## src/rtl/mem_if_pkg.sv

```systemverilog
// Shared processor/memory interface definitions: bus widths, request codes
// and the captured-request payload.
package mem_if_pkg;

  localparam int unsigned WORDWIDTH    = 16;
  localparam int unsigned ADDRWIDTH    = 16;
  localparam int unsigned IOSTATEWIDTH = 2;

  localparam logic [IOSTATEWIDTH-1:0] IDLE = IOSTATEWIDTH'(0);
  localparam logic [IOSTATEWIDTH-1:0] RD   = IOSTATEWIDTH'(1);
  localparam logic [IOSTATEWIDTH-1:0] WT   = IOSTATEWIDTH'(2);
  localparam logic [IOSTATEWIDTH-1:0] ILL  = IOSTATEWIDTH'(3);

  typedef struct packed {
    logic [IOSTATEWIDTH-1:0] op;
    logic [ADDRWIDTH-1:0]    addr;
    logic [WORDWIDTH-1:0]    data;
  } mem_req_t;

endpackage

```

## src/rtl/mem_array.sv

```systemverilog
// Word storage: one synchronous write port, one combinational read port.
module mem_array
  import mem_if_pkg::*;
#(
  parameter int unsigned DEPTH = 256,
  localparam int unsigned AW   = (DEPTH > 1) ? $clog2(DEPTH) : 1
) (
  input  logic                 clk,
  input  logic                 we_i,
  input  logic [AW-1:0]        waddr_i,
  input  logic [WORDWIDTH-1:0] wdata_i,
  input  logic [AW-1:0]        raddr_i,
  output logic [WORDWIDTH-1:0] rdata_o
);

  logic [WORDWIDTH-1:0] mem_q [DEPTH];

  always_ff @(posedge clk) begin
    if (we_i) mem_q[waddr_i] <= wdata_i;
  end

  assign rdata_o = mem_q[raddr_i];

endmodule

```

## src/rtl/mem_responder.sv

```systemverilog
// Memory-side responder: captures a processor request, waits LATENCY cycles,
// then acknowledges a read or commits a write until the processor returns to IDLE.
module mem_responder
  import mem_if_pkg::*;
#(
  parameter int unsigned DEPTH   = 256,
  parameter int unsigned LATENCY = 2
) (
  input  logic                    clk,
  input  logic                    reset,
  input  logic [IOSTATEWIDTH-1:0] rwToMem,
  input  logic [ADDRWIDTH-1:0]    addrToMem,
  input  logic [WORDWIDTH-1:0]    dataToMem,
  output logic                    rdEn,
  output logic                    wtEn,
  output logic [WORDWIDTH-1:0]    dataFromMem,
  output logic                    busy,
  output logic                    err,
  input  logic                    init_we,
  input  logic [ADDRWIDTH-1:0]    init_addr,
  input  logic [WORDWIDTH-1:0]    init_data
);

  localparam int unsigned AW       = (DEPTH > 1) ? $clog2(DEPTH) : 1;
  localparam int unsigned CNTWIDTH = 4;
  localparam logic [ADDRWIDTH:0] DEPTH_EXT = (ADDRWIDTH+1)'(DEPTH);

  typedef enum logic [1:0] {ST_IDLE, ST_WAIT, ST_ACK} state_e;

  state_e               state_q;
  logic [CNTWIDTH-1:0]  cnt_q;
  mem_req_t             req_q;
  logic                 rd_en_q;
  logic                 wt_en_q;
  logic [WORDWIDTH-1:0] data_q;
  logic                 busy_q;
  logic                 err_q;

  logic                 in_range_c;
  logic                 init_in_range_c;
  logic                 ack_entry_c;
  logic                 fsm_we_c;
  logic                 bd_we_c;
  logic                 arr_we_c;
  logic [AW-1:0]        arr_waddr_c;
  logic [WORDWIDTH-1:0] arr_wdata_c;
  logic [WORDWIDTH-1:0] arr_rdata_c;

  assign in_range_c      = {1'b0, req_q.addr} < DEPTH_EXT;
  assign init_in_range_c = {1'b0, init_addr} < DEPTH_EXT;

  // The edge that enters ACK is the edge that performs the memory access.
  assign ack_entry_c = (state_q == ST_WAIT) && (rwToMem != IDLE) && (cnt_q == '0);

  // Reset must suppress a commit that would otherwise land on the same edge.
  assign fsm_we_c = !reset && ack_entry_c && (req_q.op == WT) && in_range_c;
  assign bd_we_c  = !reset && (state_q == ST_IDLE) && (rwToMem == IDLE) &&
                    init_we && init_in_range_c;

  assign arr_we_c    = fsm_we_c || bd_we_c;
  assign arr_waddr_c = fsm_we_c ? req_q.addr[AW-1:0] : init_addr[AW-1:0];
  assign arr_wdata_c = fsm_we_c ? req_q.data : init_data;

  mem_array #(.DEPTH(DEPTH)) u_mem_array (
    .clk     (clk),
    .we_i    (arr_we_c),
    .waddr_i (arr_waddr_c),
    .wdata_i (arr_wdata_c),
    .raddr_i (req_q.addr[AW-1:0]),
    .rdata_o (arr_rdata_c)
  );

  always_ff @(posedge clk) begin
    if (reset) begin
      state_q <= ST_IDLE;
      cnt_q   <= '0;
      req_q   <= '0;
      rd_en_q <= 1'b0;
      wt_en_q <= 1'b0;
      data_q  <= '0;
      busy_q  <= 1'b0;
      err_q   <= 1'b0;
    end else begin
      case (state_q)
        ST_IDLE: begin
          if ((rwToMem == RD) || (rwToMem == WT)) begin
            req_q   <= '{op: rwToMem, addr: addrToMem, data: dataToMem};
            cnt_q   <= CNTWIDTH'(LATENCY);
            state_q <= ST_WAIT;
            busy_q  <= 1'b1;
          end else if (rwToMem == ILL) begin
            err_q <= 1'b1;
          end
        end
        ST_WAIT: begin
          if (rwToMem == IDLE) begin
            state_q <= ST_IDLE;
            cnt_q   <= '0;
            busy_q  <= 1'b0;
          end else if (cnt_q == '0) begin
            state_q <= ST_ACK;
            if (req_q.op == RD) begin
              rd_en_q <= 1'b1;
              data_q  <= in_range_c ? arr_rdata_c : '0;
            end else begin
              wt_en_q <= 1'b1;
            end
            if (!in_range_c) err_q <= 1'b1;
          end else begin
            cnt_q <= cnt_q - CNTWIDTH'(1);
          end
        end
        ST_ACK: begin
          if (rwToMem == IDLE) begin
            state_q <= ST_IDLE;
            rd_en_q <= 1'b0;
            wt_en_q <= 1'b0;
            busy_q  <= 1'b0;
          end
        end
        default: begin
          state_q <= ST_IDLE;
          busy_q  <= 1'b0;
        end
      endcase
    end
  end

  assign rdEn        = rd_en_q;
  assign wtEn        = wt_en_q;
  assign dataFromMem = data_q;
  assign busy        = busy_q;
  assign err         = err_q;

endmodule

```

## config.mk

```make
export PLATFORM = sky130hd
export DESIGN_NAME = mem_responder
export DESIGN_NICKNAME = d
export VERILOG_FILES = /design/src/rtl/mem_if_pkg.sv /design/src/rtl/mem_array.sv /design/src/rtl/mem_responder.sv
export SDC_FILE = /design/constraint.sdc
export NUM_CORES = 2
export LEC_CHECK = 0
export ABC_CLOCK_PERIOD_IN_PS = 4700
export CAP_MARGIN = 30
export CORE_ASPECT_RATIO = 0.6
export CORE_MARGIN = 5
export CORE_UTILIZATION = 55
export DETAILED_ROUTE_END_ITERATION = 6
export PLACE_DENSITY_LB_ADDON = 0.1
export SLEW_MARGIN = 0
export SYNTH_ARGS = -nofsm -noshare
export SYNTH_HDL_FRONTEND = slang
export SYNTH_SLANG_ARGS = --single-unit
```

## constraint.sdc

```tcl
create_clock -name clk -period 4.7 [get_ports clk]
set_input_delay 0.94 -clock clk [delete_from_list [all_inputs] [get_ports clk]]
set_output_delay 0.94 -clock clk [all_outputs]
set_load 0.02 [all_outputs]
```

Yosys cells after proc, flatten, opt, wreduce, memory -nomap -nowiden
Memories as Yosys holds them, arrays and structs flattened. A register that Yosys moved wholly into a read port is not among the register bits.
Index checks and enable logic that the tools add are counted.
{"block": "totals", "word_cells": 94, "reg_bits": 60, "n_memories": 1, "mem_bits_rw": 4096, "in_bits": 69}
{"block": "op_classes", "n_bitwise": 1, "eq_ne": 19, "n_lt_le_gt_ge": 2, "addsub": 1, "mux": 33, "n_reduce_logical": 27}
{"name": "u_mem_array.mem_q", "words": 256, "word_bits": 16, "rd": 1, "rd_ports_with_merged_regs": 1, "write_ports": 1, "line": "mem_array.sv:16", "rtl": "logic [WORDWIDTH-1:0] mem_q [DEPTH];"}
{"op": "16-bit by 9-bit < comparator with 1-bit output, second input constant", "n": 2}
{"op": "16-bit 2-to-1 mux", "n": 2}
{"op": "8-bit 2-to-1 mux", "n": 3}
{"op": "1-bit 2-to-1 mux", "n": 15}
{"op": "4-bit 2-to-1 mux", "n": 3}
{"op": "2-bit by 1-bit inequality test with 1-bit output, second input constant", "n": 5}
{"op": "2-bit inequality test, second input constant", "n": 5}
{"op": "5-bit AND reduction", "n": 2}
{"op": "1-bit logical AND", "n": 9}
{"op": "2-bit == test, second input constant", "n": 4}
{"op": "2-bit 2-to-1 mux", "n": 4}
{"op": "1-bit one-hot mux with 2 select lines", "n": 4}
{"op": "4-bit one-hot mux with 2 select lines", "n": 1}
{"op": "2-bit by 1-bit == test with 1-bit output, second input constant", "n": 3}
{"op": "2-bit one-hot mux with 3 select lines", "n": 1}
{"op": "3-bit AND reduction", "n": 2}
{"op": "6-bit AND reduction", "n": 1}
{"op": "2-bit nonzero test", "n": 3}
{"op": "2-bit zero test", "n": 2}
{"op": "4-bit zero test", "n": 1}
{"op": "2-bit AND reduction", "n": 2}
{"op": "4-bit AND reduction", "n": 1}
{"op": "4-bit by 1-bit subtractor with 4-bit output, second input constant", "n": 1}
{"op": "3-bit by 1-bit inequality test with 1-bit output, second input constant", "n": 1}
{"op": "other kinds (5)", "n": 6}

Logic depth before layout (Yosys ltp)
{"block": "depth", "depth_word": 9, "ltp_mapped": 14, "depth_no_buf": 9}

Hierarchy
From an unflattened synthesis, not the netlist that was laid out.
{"block": "hier_totals", "cells_unflattened": 7636, "hier_area_um2": 161024.4}
{"mod": "mem_array", "seq_area_each_um2": 122998.0, "area_each_um2": 158394.4, "instances": 1, "cells_each": 7344}
{"mod": "mem_responder", "seq_area_each_um2": 1201.2, "area_each_um2": 2630.0, "instances": 1, "cells_each": 292}

Worst setup path before layout
OpenSTA, ideal clock, no wires.
{"block": "synth_timing", "path_type": "input-to-reg", "start": "input rwToMem[0]", "end": "memory u_mem_array.mem_q[0][10], data pin", "path_slack_ns": -0.081, "arrival_ns": 4.226, "path_stages": 8, "cell_sequence": "inv_1 > ha_1 > nand2b_1 > nor2b_1 > nand4b_1 > clkbuf_1 > buf_1 > mux2_2"}
{"block": "synth_between", "elab_chain_cells": 7}
{"element": "from (decl)", "line": "mem_responder.sv:11", "rtl": "input logic [IOSTATEWIDTH-1:0] rwToMem,"}
{"element": "2-bit nonzero test", "line": "mem_responder.sv:53", "rtl": "assign ack_entry_c = (state_q == ST_WAIT) && (rwToMem != IDLE) && (cnt_q == '0);"}
{"element": "1-bit logical AND (2 in series)", "line": "mem_responder.sv:53"}
{"element": "1-bit logical AND (3 in series)", "line": "mem_responder.sv:56", "rtl": "assign fsm_we_c = !reset && ack_entry_c && (req_q.op == WT) && in_range_c;"}
{"element": "16-bit 2-to-1 mux", "line": "mem_responder.sv:62", "rtl": "assign arr_wdata_c = fsm_we_c ? req_q.data : init_data;"}
{"element": "via arr_wdata_c[10]", "line": "mem_responder.sv:46", "rtl": "logic [WORDWIDTH-1:0] arr_wdata_c;"}
{"element": "to (decl)", "line": "mem_array.sv:16"}
The timed path passes the listed nets, and every way through them passes these cells.

==> impl_metrics.json <==
{
  "synth_async_sr_flop_share": 0,
  "power_switching_share": 0.264,
  "ys_ff_latch": 4164,
  "top_level_ports": 89,
  "core.rowCount": 154,
  "port_buffers": 88,
  "die_area_sq_um": 304000,
  "clock_skew_ns": 0.0505,
  "grt_util_met2": 0.415,
  "result_of_the_run": "finished with violations",
  "clock_tree.root_cell": "clkbuf_16",
  "crit_arrival_ns": 5.38,
  "dominantRegCellSynth": "edfxtp_1",
  "drt_wl_total_um": 483000,
  "globalRoute.totalOverflow": 0,
  "synthSimpleGateAreaFrac": 0.0260,
  "drt-initial-drc-count": 14300,
  "start_util": 0.551,
  "worst-endpoint-required_ns": 5.57,
  "use_met1": 0.493,
  "final_min_period_over_clock_period": 0.961,
  "cts_buffer_depth": 4,
  "drtPass1Iterations": 7,
  "syn-mean-instance-area_sq_um": 21.6,
  "postRouteAntennaNets": 0,
  "p_clk_frac": 0.358,
  "leading_area_contributor_after_synthesis": "edfxtp_1",
  "cts_max_level": 5,
  "syn2layout_area_growth_pct": 16.2,
  "post_drt_via_cell_ratio": 6.77,
  "setup.worst_path.end_class": "register",
  "failed_checks": "DRC",
  "chipHeight_um": 429,
  "yosys-top-cells-area": "edfxtp_1, mux4_2, mux2i_1, dfxtp_1, nand2_1",
  "combPwrFrac": 0.163,
  "per_cell_routed_wire_length_um": 38.3,
  "fin_crit_ns": 4.52,
  "cellInternalPower_mw": 63.3,
  "grt_max_degree": 157,
  "power_mw": 86.0,
  "netlist_top_cells_count": "edfxtp_1, mux4_2, nand2_1, nor2_1, mux2i_1",
  "finalWeightedCongestion": 0.950,
  "main_combinational_cell_family_by_area_after_synthesis": "multiplexers",
  "gr-usage-met3": 0.125,
  "yosys.cell_types.count": 81,
  "cts-hold-fix-buffers": 0,
  "synthAdderAreaFrac": 0.000621,
  "fp.dieW_um": 709,
  "filler_cell_count": 19300,
  "critPathLaunchType": "register",
  "place.detailed.hpwl_um": 319000,
  "drv.max_cap_violation_count": 0,
  "maxSlewHeadroom": 0.201,
  "final_nets": 8469,
  "syn-cell-area_sq_um": 161000,
  "hold_violation_count_in_the_final_report": 0,
  "complex_gate_fraction_of_the_synthesized_area": 0.0249,
  "maximum_vdd_drop_uv": 397,
  "total_of_cells_resized_after_clock_tree_synthesis": 0,
  "initial_antenna_violation_count": 42,
  "clock_insertion_delay_worst_skew_ns": 0.94,
  "clock.fmax_mhz": 221,
  "power.switching_mw": 22.7,
  "synth_most_common_cell": "edfxtp_1",
  "rsz0062_at_grt": "no",
  "core-area_sq_um": 293000,
  "final-instance-count-excl-fill": 12600,
  "seqPwrFrac": 0.479,
  "pwr_density_cell_nw_per_um2": 459,
  "synth_enable_flop_cells": 4096,
  "setup_viol_count_final": 0,
  "path_clk_slew_ns": 0.06,
  "first_global_vias": 80300,
  "synthesis.yosys.warnings": 0,
  "worst_hold_path_type": "register to register",
  "remaining_drcs": 2,
  "worstMarginPinSlew_ns": 1.20,
  "place_inst": 11900,
  "p_leak_nw": 58.3,
  "postSynthNetCount": 7554,
  "parity_gate_share_of_the_synthesized_area_counting_xor_and_xnor_cells": 0.000163,
  "cts.repair_timing.setup_buffer_count": 0,
  "post_synthesis_mux_area_share": 0.159,
  "post_synth_inst_count": 7477,
  "worstPathMaxFanout": 43,
  "timing_max_transition_violations_final": 0,
  "clock_sinks": 4164,
  "grt_pass1_wl_um": 663000,
  "tritoncts": "yes",
  "synth_largest_type_area_fraction": 0.763,
  "synth.yosys.seq_area_share": 0.772,
  "route.vias.total": 85400,
  "globalRoute.busiestLayer": "met1",
  "critical_path_class": "register to register",
  "cts_buffers": 369,
  "drive_gt1_frac": 0.292,
  "gr-usage-all-layers": 0.317
}
==> power by group through the flow <==
stage	Combinational, mW	Clock [mW]	Sequential (mW)
global placement	13.5	0	42.0
global route	14.4	32.7	41.2
CTS	13.7	31.0	41.2
detailed placement	13.7	0	42.0
finish	14.0	30.8	41.2
floorplan	7.52	0	41.9
==> placed cells by master, fill, tap and decap left out, drive strengths merged, types with 58 or more instances in the layout <==
master         count
nand2            362
mux4            1002
a22oi             61
o21ai             96
dfxtp             68
a211oi            58
nand3             64
a21oi            135
edfxtp          4096
clkdlybuf4s50     88
nor2             355
o22ai             61
mux2i            245
clkinv           141
clkbuf           460
buf              881
==> worst max-delay path, cell delays in order (launching register included) <==
cell	delay, ns
dfxtp_4	0.98
buf_12	0.42
and2b_1	0.20
buf_4	0.21
nand2_1	0.42
o221ai_1	0.53
o221ai_1	0.29
a211oi_1	0.61
buf_4	0.26
or3_1	0.23
a32o_1	0.20
==> registers in the layout (all words and copies together) (netlist names), 2 cells and up, named ones only <==
register           flops
u_mem_array.mem_q   4096
cnt_q                  4
state_q                2
req_q                 34
dataFromMem           16
==> final timing paths <==
path | from | to | slack [ns] | cells past startpoint
setup / recovery | register | dataFromMem[12] | 0.18 | 10
hold / removal | req_q[24] | req_q[24] | 0.46 | 2
setup reg to reg | register | dataFromMem[12] | 0.18 | 10
hold reg to reg | req_q[24] | req_q[24] | 0.46 | 2
==> metal layers <==
layer	vias up	wire length (um)
li1	33200	-
met1	45300	196000
met2	6137	198000
met3	759	73600
met4	16	15100
met5	-	112
==> layout make-up <==
| class | count | area [sq um] | share of cell area |
|---|---|---|---|
| sequential | 4164 | 124000 | 0.664 |
| multi-input combinational | 2871 | 34600 | 0.185 |
| clock buffer | 459 | 9890 | 0.0528 |
| antenna | 16 | 40.0 | 0.000214 |
| inverter | 16 | 72.6 | 0.000388 |
| clock inverter | 208 | 2110 | 0.0113 |
| tap | 3900 | 4880 | 0.0261 |
| timing repair buffer | 970 | 11300 | 0.0602 |
==> metrics by stage <==
| step | worst slack, ns | TNS, ns | utilization | cell area, sq um | hold WS (ns) |
|---|---|---|---|---|---|
| detailed placement | 0.214 | 0 | 0.598 | 175000 | 0.447 |
| global placement | 0.176 | 0 | 0.598 | 175000 | 0.442 |
| CTS | 0.325 | 0 | 0.639 | 187000 | 0.456 |
| finish | 0.184 | 0 | 0.640 | 187000 | 0.460 |
| global route | 0.156 | 0 | 0.640 | 187000 | 0.490 |
| floorplan | -0.0811 | -207.56 | - | 161000 | 0.431 |
==> logic make-up after synthesis <==
group                    count (synthesis)
adder cells (fa/ha/maj)                  8
buffers and inverters                  442
AND/OR/NAND/NOR                        971
AO/OA/AOI/OAI                          595
XOR/XNOR                                 3
flip-flops                            4164
multiplexers                          1294
Note: power is estimated with default switching activity, not from simulation.
